## config.mk

```make
export PLATFORM = sky130hd
export DESIGN_NAME = alu_arbiter
export DESIGN_NICKNAME = d
export VERILOG_FILES = /design/src/rtl/alu_pkg.sv /design/src/rtl/alu_64.sv /design/src/rtl/alu_arbiter.sv
export SDC_FILE = /design/constraint.sdc
export NUM_CORES = 1
export LEC_CHECK = 0
export BUFFER_PORTS_ARGS = -buffer_cell sky130_fd_sc_hd__buf_2
export CAP_MARGIN = 10
export CORE_ASPECT_RATIO = 0.9
export CORE_MARGIN = 2
export CORE_UTILIZATION = 30
export DETAILED_ROUTE_END_ITERATION = 16
export MAX_ROUTING_LAYER = met4
export PLACE_DENSITY = 0.46
export SLEW_MARGIN = 40
export SYNTH_ARGS = -nofsm -noshare
export SYNTH_HDL_FRONTEND = slang
export SYNTH_SLANG_ARGS = --single-unit
```

## constraint.sdc

```tcl
create_clock -name clk -period 6.1 [get_ports clk]
set_input_delay 1.83 -clock clk [delete_from_list [all_inputs] [get_ports clk]]
set_output_delay 1.83 -clock clk [all_outputs]
set_load 0.1 [all_outputs]
```

## src/rtl/alu_pkg.sv

```systemverilog
// Shared definitions for the Y86-style ALU arbiter: function codes, FSM state
// encodings, condition-code bit positions and the latched-operation record.
package alu_pkg;

  localparam logic [3:0] ALU_ADD = 4'd0;
  localparam logic [3:0] ALU_SUB = 4'd1;
  localparam logic [3:0] ALU_AND = 4'd2;
  localparam logic [3:0] ALU_XOR = 4'd3;

  localparam logic [1:0] ST_IDLE = 2'd0;
  localparam logic [1:0] ST_EXEC = 2'd1;
  localparam logic [1:0] ST_RESP = 2'd2;

  // cc is packed as {ZF, SF, OF}
  localparam int CC_ZF = 2;
  localparam int CC_SF = 1;
  localparam int CC_OF = 0;

  localparam logic [2:0] CC_RESET = 3'b100;

  typedef struct packed {
    logic        id;
    logic [3:0]  fn;
    logic [63:0] a;
    logic [63:0] b;
  } alu_op_t;

  function automatic logic fn_valid(input logic [3:0] fn);
    return (fn <= ALU_XOR);
  endfunction

endpackage

```

## src/rtl/alu_64.sv

```systemverilog
// Combinational 64-bit add/sub/and/xor. b is the left operand (sub gives b - a).
// Flags are only generated when FLAG_EN is set; otherwise they are tied to zero.
module alu_64
  import alu_pkg::*;
#(
  parameter bit FLAG_EN = 1'b1
) (
  input  logic [3:0]  fn,
  input  logic [63:0] a,
  input  logic [63:0] b,
  output logic [63:0] y,
  output logic        err,
  output logic [2:0]  flags
);

  // Result select; an illegal function code yields zero and raises err.
  always_comb begin
    y   = 64'd0;
    err = ~fn_valid(fn);
    case (fn)
      ALU_ADD: y = b + a;
      ALU_SUB: y = b - a;
      ALU_AND: y = b & a;
      ALU_XOR: y = b ^ a;
      default: y = 64'd0;
    endcase
  end

  generate
    if (FLAG_EN) begin : g_flags
      logic ovf;

      // Signed overflow, judged on operand and result sign bits.
      always_comb begin
        ovf = 1'b0;
        case (fn)
          ALU_ADD: ovf = (a[63] == b[63]) && (y[63] != a[63]);
          ALU_SUB: ovf = (a[63] != b[63]) && (y[63] != b[63]);
          default: ovf = 1'b0;
        endcase
      end

      assign flags[CC_ZF] = (y == 64'd0);
      assign flags[CC_SF] = y[63];
      assign flags[CC_OF] = ovf;
    end else begin : g_no_flags
      assign flags = 3'b000;
    end
  endgenerate

endmodule

```

## src/rtl/alu_arbiter.sv

```systemverilog
// Two-requester round-robin front end for a shared 64-bit ALU (IDLE/EXEC/RESP).
// Define ALU_ARBITER_CC_EN to implement the {ZF,SF,OF} condition-code register.
module alu_arbiter
  import alu_pkg::*;
#(
  parameter int CC_REQ = 0
) (
  input  logic        clk,
  input  logic        rst,
  input  logic        r0_valid,
  output logic        r0_ready,
  input  logic [3:0]  r0_fn,
  input  logic [63:0] r0_a,
  input  logic [63:0] r0_b,
  input  logic        r1_valid,
  output logic        r1_ready,
  input  logic [3:0]  r1_fn,
  input  logic [63:0] r1_a,
  input  logic [63:0] r1_b,
  output logic        rsp_valid,
  input  logic        rsp_ready,
  output logic        rsp_id,
  output logic [63:0] rsp_data,
  output logic        rsp_err,
  output logic [2:0]  cc
);

  logic [1:0]  state_r;
  logic        last_r;
  alu_op_t     op_r;
  logic        grant_s;
  logic        accept_s;
  alu_op_t     req_op_s;
  logic [63:0] alu_y_s;
  logic        alu_err_s;
  logic [2:0]  alu_flags_s;

  // Grant selection: alternate under contention, otherwise serve whoever asks.
  always_comb begin
    grant_s = 1'b0;
    if (r0_valid && r1_valid) begin
      grant_s = ~last_r;
    end else if (r1_valid) begin
      grant_s = 1'b1;
    end else begin
      grant_s = 1'b0;
    end
    accept_s = (state_r == ST_IDLE) && (r0_valid || r1_valid);
    r0_ready = accept_s && !grant_s;
    r1_ready = accept_s && grant_s;
    if (grant_s) begin
      req_op_s = '{id: 1'b1, fn: r1_fn, a: r1_a, b: r1_b};
    end else begin
      req_op_s = '{id: 1'b0, fn: r0_fn, a: r0_a, b: r0_b};
    end
  end

  alu_64 #(
`ifdef ALU_ARBITER_CC_EN
    .FLAG_EN(1'b1)
`else
    .FLAG_EN(1'b0)
`endif
  ) u_alu (
    .fn    (op_r.fn),
    .a     (op_r.a),
    .b     (op_r.b),
    .y     (alu_y_s),
    .err   (alu_err_s),
    .flags (alu_flags_s)
  );

  // Control FSM; the operation is captured on accept so request inputs are free afterwards.
  always_ff @(posedge clk) begin
    if (rst) begin
      state_r   <= ST_IDLE;
      last_r    <= 1'b1;
      op_r      <= '0;
      rsp_valid <= 1'b0;
      rsp_id    <= 1'b0;
      rsp_data  <= 64'd0;
      rsp_err   <= 1'b0;
    end else begin
      case (state_r)
        ST_IDLE: begin
          if (accept_s) begin
            op_r    <= req_op_s;
            last_r  <= grant_s;
            state_r <= ST_EXEC;
          end
        end
        ST_EXEC: begin
          rsp_valid <= 1'b1;
          rsp_id    <= op_r.id;
          rsp_data  <= alu_y_s;
          rsp_err   <= alu_err_s;
          state_r   <= ST_RESP;
        end
        ST_RESP: begin
          if (rsp_ready) begin
            rsp_valid <= 1'b0;
            state_r   <= ST_IDLE;
          end
        end
        default: begin
          rsp_valid <= 1'b0;
          state_r   <= ST_IDLE;
        end
      endcase
    end
  end

`ifdef ALU_ARBITER_CC_EN
  localparam logic CC_OWNER = 1'(CC_REQ);
  logic [2:0] cc_r;

  // Flags follow only legal operations from the designated requester.
  always_ff @(posedge clk) begin
    if (rst) begin
      cc_r <= CC_RESET;
    end else if ((state_r == ST_EXEC) && !alu_err_s && (op_r.id == CC_OWNER)) begin
      cc_r <= alu_flags_s;
    end
  end

  assign cc = cc_r;
`else
  assign cc = alu_flags_s;
`endif

endmodule
```

After elaboration in Yosys (flattened, before gate mapping)
Cells that the tools add are included.

Muxes and demuxes: 9. Magnitude comparators: 1. Equality and inequality tests: 7. Reduce and logical (&&, ||, !) cells: 11. Bitwise logic cells: 5. Add/subtract/negate cells: 2.

Operators by type and width (count): $pmux 64 s4 (1); $mux 133 (1); $add 64x64->64 (1); $and 64x64->64 (1); $sub 64x64->64 (1); $xor 64x64->64 (1); $eq 4x2->1 const B (2); $pmux 2 s3 (1); $reduce_and 2->1 (3); $eq 4x1->1 const B (1); $le 4x2->1 const B (1); $logic_and 1x1->1 (4); $logic_not 4->1 (1); $mux 2 (2); $ne 2x2->1 const B (2); $mux 1 (3); $not 1->1 (3); $pmux 1 s3 (1); $eq 2x1->1 const B (1); $eq 2x2->1 const B (1); $logic_not 2->1 (1); $logic_not 1->1 (1); $logic_or 1x1->1 (1).

Output and inout port bits: 72. Word-level logic and storage cells: 45. Bits in registers: 203. Bits of input ports: 269.

Logic depth before layout (Yosys ltp)
Gate-level depths: netlist of the first run.

Depth in word-level cells: 4. Mapped depth: 24. Mapped depth without buffers: 23.

Hierarchy
A second synthesis of the first run with hierarchy kept.

Cell total of the unflattened synthesis: 2135. Area total of the unflattened synthesis: 16336.9 um2.

By module, submodules not included: alu_arbiter (times used 1, sequential area each 4063.9 um2, area each 8862.2 um2, cells each 1062); alu_64 (times used 1, sequential area each 0.0 um2, area each 7474.7 um2, cells each 1073).

Least setup slack after synthesis of the first run
OpenSTA, ideal clock, no wires.

Kind: input port to output port. From: in r1_valid. To: out r0_ready. Stages: 4. Arrival: 3.430 ns. Required time: 4.270 ns. Path buffers: 2. Slack: 0.840 ns. Path through: o21ai_0 > clkbuf_1 > a21oi_1 > clkbuf_1.

Word-level cells in the longest chain between the ends: 4. Elaborated cells between the ends (all ways): 7. Those cells by class: mux (2); reduce/logical (5).

RTL lines: start, declared (line alu_arbiter.sv:15) `input logic r1_valid,`; $mux 1 / $logic_and 1x1->1 (equally long branches) (line alu_arbiter.sv:43, alu_arbiter.sv:41); $mux 1 (line alu_arbiter.sv:41) `if (r0_valid && r1_valid) begin`; $logic_not 1->1 (line alu_arbiter.sv:49) `r0_ready = accept_s && !grant_s;`; $logic_and 1x1->1 (*) (line alu_arbiter.sv:49); end, declared (line alu_arbiter.sv:11) `output logic r0_ready,`.

Mark *: on every way between the ends. The rest lies on a longest branch, timed or not.

Final worst setup path of the first run
From: reg op_r[66] (netlist bit). To: reg rsp_data[47].

Word-level cells in the longest chain between the ends: 2. Elaborated cells between the ends (all ways): 3. Those cells by class: add/sub (2); mux (1).

RTL lines: start, declared (line alu_arbiter.sv:30) `alu_op_t op_r;`; start signal, assigned (line alu_arbiter.sv:87) `op_r <= req_op_s;`; $sub 64x64->64 / $add 64x64->64 (equally long branches) (line alu_64.sv:22, alu_64.sv:21); $pmux 64 s4 (*) (line alu_64.sv:20) `case (fn)`; end signal, assigned (line alu_arbiter.sv:95) `rsp_data <= alu_y_s;`; end, declared (line alu_arbiter.sv:23) `output logic [63:0] rsp_data,`.

Marks and branches as above. A chain may end at the register's enable or synchronous reset.

==> results.py, run 1 <==
metrics = {
    "outcome": {
        "outcome": "completed",
    },
    "timing": {
        "worst_slew_pin_slew_ns": 0.800,
        "final.min_clock_period_ns": 5.28,
        "hold_viol": 0,
        "setup_violations": 0,
        "timing.fmax_mhz": 189,
        "skew_ns": 0.0205,
        "drv_slew": 0,
        "slew_headroom_pct": 46.6,
        "fin_crit_sh_pct": 86.5,
        "fin_tns_setup_ns": 0,
        "rsz0062_at_grt": "no",
    },
    "finish": {
        "layout_common_cells": "336 x buf_2, 245 x nor2_1, 203 x dfxtp_1",
        "syn_to_final_growth_pct": 22.2,
        "regArea_um2": 4060,
        "final_common_cell": "buf_2",
        "post-route-util_pct": 37.1,
        "fillers": 4793,
        "num-nets-final": 2323,
        "multi_input_area_um2": 9170,
        "diodes": 0,
        "drive_above_1_share_pct": 22.3,
    },
    "routing": {
        "viasPerCell": 5.60,
        "vias": 14271,
        "wirelength_um": 53000,
        "drc": 0,
        "wire_per_inst_um": 20.8,
        "drtAntennaViolNets": 0,
        "dr.pass1.iters": 8,
        "drt_iter0_drc": 1350,
    },
    "worst_setup_path": {
        "crit_required_ns": 6.56,
        "start_kind": "flop",
        "worstPathMaxFanout": 7,
        "crit_type": "flop to flop",
        "crit_family": "simple AND/OR/NAND/NOR gates",
        "path_buf_inv": 0,
        "slowest_stage": "or4_4",
        "crit_path_end_kind": "flop",
        "critPathMaxStageDelay_ns": 0.63,
        "arrival_ns": 5.74,
        "reg2reg_from": "op_r[66]",
        "crit_chain": "or4_4, nor4_4, nand4b_1, or2_4, o41ai_1, xor2_1, ha_1, and3_1, nand2_1, or4b_1, a21oi_1, o2bb2ai_1, nor3b_1, o311ai_1, xor2_1, nand2_1, a211oi_1",
        "startpoint": "op_r[66]",
    },
    "global_routing": {
        "use_met1_pct": 31.7,
        "gr-usage-met3_pct": 3.30,
        "grt_pass1_wl_um": 81900,
        "antenna_found_initial": 1,
        "grt_pass1_vias": 13901,
        "grt_use_total_pct": 22.1,
        "gr-total-overflow": 0,
        "grt_use_met2_pct": 33.2,
        "grt_start_max_net_pins": 83,
        "busiest_layer": "met2",
    },
    "clock_tree": {
        "clk_pin_slew_worst_paths_ns": 0.06,
        "cts_max_path_buffers": 3,
        "numCtsBuffers": 24,
        "cts_setup_buffers": 0,
        "hold_buffers": 0,
        "cts_tree": "yes",
        "htreeDepth": 1,
        "cts_num_sinks": 203,
        "cts_root_buffer": "clkbuf_16",
        "cts_resized": 0,
        "clkLatencyLatePin_ns": 0.54,
    },
    "job": {
        "drv_cap": 0,
    },
    "synthesis": {
        "syn-mean-instance-area_um2": 8.27,
        "synthAdderAreaFrac_pct": 11.8,
        "ys_types": 78,
        "synth-edff-count": 0,
        "yosys-mux-area-fraction_pct": 0.155,
        "dominantRegCellSynth": "dfxtp_1",
        "synth_top_family_by_area": "compound AO/OA/AOI/OAI gates",
        "yosys.area_share.simple_pct": 16.6,
        "synth-compound-area-share_pct": 29.8,
        "yosys_warnings": 0,
        "synth-seq-cells": 203,
        "synthArstFlopShare_pct": 0,
        "synth_cells": 1662,
        "synth-xor-area-share_pct": 7.82,
        "seq_area_frac_synth_pct": 29.6,
        "syn-cell-area_um2": 13800,
    },
    "placement": {
        "dp_hpwl_um": 40400,
        "gp_congestion": 0.897,
        "portBuffers": 337,
    },
    "floorplanning": {
        "die_height_um": 207,
        "io_pins": 341,
        "rows": 74,
        "die_area_um2": 47600,
        "core_um2": 45300,
        "start_util_pct": 30.4,
        "die_w_um": 230,
    },
    "hold_path": {
        "hp-class": "flop to flop",
        "hp-start": "rsp_data[0]",
    },
    "power": {
        "peakVddDrop_uv": 175,
        "powerDensity_nw_per_um2": 313,
        "leakage_nw": 7.44,
    },
}
-- flip-flops by register name (all words and copies together), names as in the netlist --
register   count
last_r         1
rsp_err        1
op_r         133
rsp_valid      1
state_r        2
rsp_id         1
rsp_data      64
-- stage by stage --
step / instance area [um2] / hold slack, ns / instances / total power [mW] / setup slack, ns
6_report: 16800 / 0.451 / 2550 / 5.25 / 0.822
4_1_cts: 16800 / 0.454 / 2549 / 5.30 / 0.834
3_5_place_dp: 16000 / 0.444 / 2506 / 3.75 / 0.850
5_1_grt: 16800 / 0.486 / 2550 / 5.58 / 0.496
3_3_place_gp: 15900 / 0.436 / 2506 / 3.75 / 1.00
2_1_floorplan: 13800 / 0.432 / 1664 / 3.14 / 0.840
-- kinds of logic after synthesis --
kind of cell / Yosys count
XOR/XNOR: 122
adder cells (fa/ha/maj): 129
flip-flops: 203
other: 1
buffers and inverters: 150
AND/OR/NAND/NOR: 499
AO/OA/AOI/OAI: 556
multiplexers: 2
-- path summary, 6_finish.rpt --
check                      end  slack (ns)  cells after the start
setup / recovery  rsp_data[47]        0.82                     17
hold / removal     rsp_data[0]        0.45                      2
setup reg to reg  rsp_data[47]        0.82                     17
hold reg to reg    rsp_data[0]        0.45                      2
-- power breakdown --
group	switching (mW)	leakage, nW	internal, mW
sequential	0.176	1.66	1.45
combinational	1.35	5.37	0.757
clock	0.574	0.401	0.942
-- cell usage after synthesis, types with 3 or more instances --
| cell type | count | share of area [%] |
|---|---|---|
| a211o_1 | 3 | 0.19 |
| a211oi_1 | 13 | 0.71 |
| a21o_1 | 18 | 0.98 |
| a21oi_1 | 146 | 5.3 |
| a221o_1 | 3 | 0.22 |
| a222oi_1 | 169 | 12 |
| a22oi_1 | 24 | 1.3 |
| a31oi_1 | 13 | 0.59 |
| and2_1 | 5 | 0.23 |
| and3_1 | 12 | 0.55 |
| buf_1 | 6 | 0.16 |
| buf_4 | 4 | 0.22 |
| clkbuf_1 | 114 | 3.1 |
| dfxtp_1 | 203 | 30 |
| ha_1 | 128 | 12 |
| inv_1 | 25 | 0.68 |
| nand2_1 | 120 | 3.3 |
| nand2b_1 | 12 | 0.55 |
| nand3_1 | 7 | 0.25 |
| nand4_1 | 16 | 0.73 |
| nor2_1 | 246 | 6.7 |
| nor2b_1 | 12 | 0.55 |
| nor3_1 | 25 | 0.91 |
| nor3b_1 | 3 | 0.16 |
| nor4_1 | 7 | 0.32 |
| o211ai_1 | 9 | 0.49 |
| o21a_1 | 11 | 0.60 |
| o21ai_0 | 72 | 2.6 |
| o21ai_1 | 6 | 0.22 |
| o21ba_2 | 4 | 0.29 |
| o21bai_1 | 9 | 0.49 |
| o221ai_1 | 12 | 0.76 |
| o22ai_1 | 5 | 0.23 |
| o31ai_1 | 13 | 0.71 |
| o41ai_1 | 6 | 0.38 |
| or3_1 | 11 | 0.50 |
| xnor2_1 | 69 | 4.4 |
| xor2_1 | 52 | 3.3 |
-- final cells by class --
cell class                      instances  area share (%)
Multi-Input combinational cell       1311            54.6
Sequential cell                       203            24.2
Clock buffer                           36            4.09
Clock inverter                          7           0.804
Tap cell                              608            4.53
Timing Repair Buffer                  360            11.2
Inverter                               25           0.559
-- routing by layer --
layer  up-vias  part of all wire (%)
met1      6841                    50
met3        46                   6.1
met4         0                   1.6
li1       6912                     -
met2       472                    43
met5         -                     0
-- tightest hold or removal path, delay by kind of cell (launching register included) --
kind / cells / cell delay (ns)
AOI/OAI and AO/OA: 1 / 0.05
DFF: 1 / 0.31
and+or+nand+nor: 1 / 0.05
Note: power is estimated with default switching activity, not from simulation.
==> inputs of run 2 (changes only) <==
--- a/config.mk
+++ b/config.mk
@@ -9,10 +9,10 @@
 export CAP_MARGIN = 10
 export CORE_ASPECT_RATIO = 0.9
 export CORE_MARGIN = 2
-export CORE_UTILIZATION = 30
+export CORE_UTILIZATION = 49
 export DETAILED_ROUTE_END_ITERATION = 16
 export MAX_ROUTING_LAYER = met4
-export PLACE_DENSITY = 0.46
+export PLACE_DENSITY = 0.73
 export SLEW_MARGIN = 40
 export SYNTH_ARGS = -nofsm -noshare
 export SYNTH_HDL_FRONTEND = slang
==> constraint.sdc (replaced) <==
create_clock -name clk -period 4.3 [get_ports clk]
set_input_delay 0.86 -clock clk [delete_from_list [all_inputs] [get_ports clk]]
set_output_delay 0.86 -clock clk [all_outputs]
set_load 0.1 [all_outputs]
==> results.py, run 2 (synthesized netlist as in run 1, its figures left out) <==
metrics = {
    "outcome": {
        "outcome": "complete, but fails checks",
        "violations": "negative setup slack",
    },
    "worst_setup_path": {
        "crit_chain": "or4_4, nor4_4, buf_4, nand4b_1, or2_4, buf_4, o41ai_4, xor2_1, ha_1, and3_4, and3_4, and3_4, o211ai_1, a21oi_4, o31a_1, a21oi_4, o41ai_4, buf_4, xnor2_2, o22ai_1",
        "crit_type": "flop to flop",
        "worstPathMaxFanout": 5,
        "startpoint": "op_r[68]",
        "start_kind": "flop",
        "arrival_ns": 5.02,
        "reg2reg_slack_ns": -0.32,
        "worstRegToRegCells": 20,
        "crit_required_ns": 4.70,
        "reg2reg_from": "op_r[68]",
        "crit_path_end_kind": "flop",
        "slowest_stage": "or4_4",
        "r2r_end": "rsp_data[60]",
        "critPathMaxStageDelay_ns": 0.56,
    },
    "hold_path": {
        "hp-start": "rsp_data[20]",
        "min_to": "rsp_data[20]",
        "hp-class": "flop to flop",
        "min_path_cells": 2,
    },
    "clock_tree": {
        "htreeDepth": 1,
        "cts_max_path_buffers": 3,
        "cts_num_sinks": 203,
        "clk_pin_slew_worst_paths_ns": 0.06,
        "cts_tree": "yes",
        "cts_root_buffer": "clkbuf_16",
        "clkLatencyLatePin_ns": 0.54,
        "hold_buffers": 0,
        "numCtsBuffers": 22,
    },
    "global_routing": {
        "grt_use_total_pct": 33.4,
        "antenna_found_initial": 1,
        "grt_pass1_wl_um": 78000,
        "grt_start_max_net_pins": 74,
        "gr-total-overflow": 0,
        "grt_pass1_vias": 14579,
    },
    "finish": {
        "top_register": "op_r",
        "drive_above_1_share_pct": 36.3,
        "final_common_cell": "buf_2",
        "fin_area_um2": 19100,
        "largest_reg_flops": 133,
        "syn_to_final_growth_pct": 38.8,
        "layout_common_cells": "336 x buf_2, 269 x buf_4, 241 x nor2_1",
        "num-nets-final": 2575,
        "reg_top3": "op_r (133), rsp_data (64), state_r (2)",
    },
    "routing": {
        "viasPerCell": 6.12,
        "vias": 15638,
        "drt_iter0_drc": 1686,
        "dr.pass1.iters": 13,
        "drc": 0,
        "wirelength_um": 50800,
        "drtAntennaViolNets": 0,
        "wire_per_inst_um": 19.9,
    },
    "placement": {
        "gp_congestion": 0.925,
        "pre_cts_slack_ns": -0.455,
        "dpl_cell_area_um2": 17400,
        "portBuffers": 337,
        "dp_hpwl_um": 37600,
    },
    "timing": {
        "fin_crit_sh_pct": 107,
        "hold_viol": 0,
        "setup_violations": 33,
        "fin_tns_setup_ns": -5.84,
        "worst_slew_pin_slew_ns": 0.787,
        "skew_ns": 0.0178,
        "slew_headroom_pct": 47.5,
        "fin_ws_ns": -0.321,
        "rsz0062_at_grt": "yes",
        "final.min_clock_period_ns": 4.62,
        "timing.fmax_mhz": 216,
        "drv_slew": 0,
    },
    "floorplanning": {
        "core_um2": 27800,
        "die_height_um": 163,
        "io_pins": 341,
        "die_w_um": 181,
        "die_area_um2": 29400,
        "rows": 58,
        "start_util_pct": 49.5,
    },
    "job": {
        "drv_cap": 0,
    },
    "power": {
        "leakage_nw": 8.93,
        "powerDensity_nw_per_um2": 418,
        "peakVddDrop_uv": 317,
    },
}
==> run 2: cell count changes in the layout (fill, tap and decap cells not counted), moves of 10 or more <==
cell,previous run,this run
o21ai_0,71,42
buf_4,20,269
o21ai_2,0,10
a21oi_1,145,121
a21oi_2,0,18
o21ai_1,6,24
==> run 2: worst max path at each step <==
stage	to	depth (start not counted)
after floorplan	rsp_data[47]	18
after global placement	rsp_data[60]	21
after global routing	rsp_data[62]	21
after detailed placement	rsp_data[60]	21
after CTS	rsp_data[62]	21
final	rsp_data[60]	20
==> run 2: through the flow <==
stage          utilization [%]  cells  total power, mW  hold slack, ns
3_5_place_dp              62.4   2483             5.72           0.443
4_1_cts                   66.6   2539             7.81           0.459
5_1_grt                   68.7   2554             8.39           0.475
2_1_floorplan                -   1664             4.47           0.432
6_report                  68.7   2554             7.98           0.451
3_3_place_gp              62.4   2483             5.68           0.438
==> run 2: final cells by class <==
class / instances / area [um2]
clock inverter: 6 / 61.3
antenna: 1 / 2.50
inverter: 25 / 93.8
timing repair buffer: 614 / 3820
multi-input combinational: 1311 / 9880
sequential: 203 / 4060
fill: 2354 / 8710
clock buffer: 34 / 707
tap: 360 / 450
==> run 2: power by group <==
group          total, mW  switching [mW]  internal (mW)
logic               3.73            2.16           1.57
clock network       2.00           0.809           1.19
registers           2.25           0.189           2.06
==> run 2: critical path: cells and delay by family (launching register included) <==
| kind | cells | cell delay [ns] |
|---|---|---|
| AND/OR/NAND/NOR | 7 | 1.73 |
| AO/OA/AOI/OAI | 7 | 1.42 |
| buffers and inverters | 3 | 0.49 |
| adder cells (fa/ha/maj) | 1 | 0.32 |
| flip-flops | 1 | 0.31 |
| XOR/XNOR | 2 | 0.21 |
==> run 2: repair_timing <==
action,in CTS,in global routing
resized for setup,63,103
pin swaps,19,47
hold endpoints to repair,0,0
buffers inserted,16,16
setup endpoints to repair,36,45
==> run 2: per-layer routing <==
metal | up-vias | routed length (um) | track usage, %
met4 | 0 | 1390 | 9.68
met5 | - | 0 | -
met2 | 735 | 22900 | 52.3
li1 | 7417 | - | -
met1 | 7407 | 22400 | 45.3
met3 | 79 | 4110 | 4.49
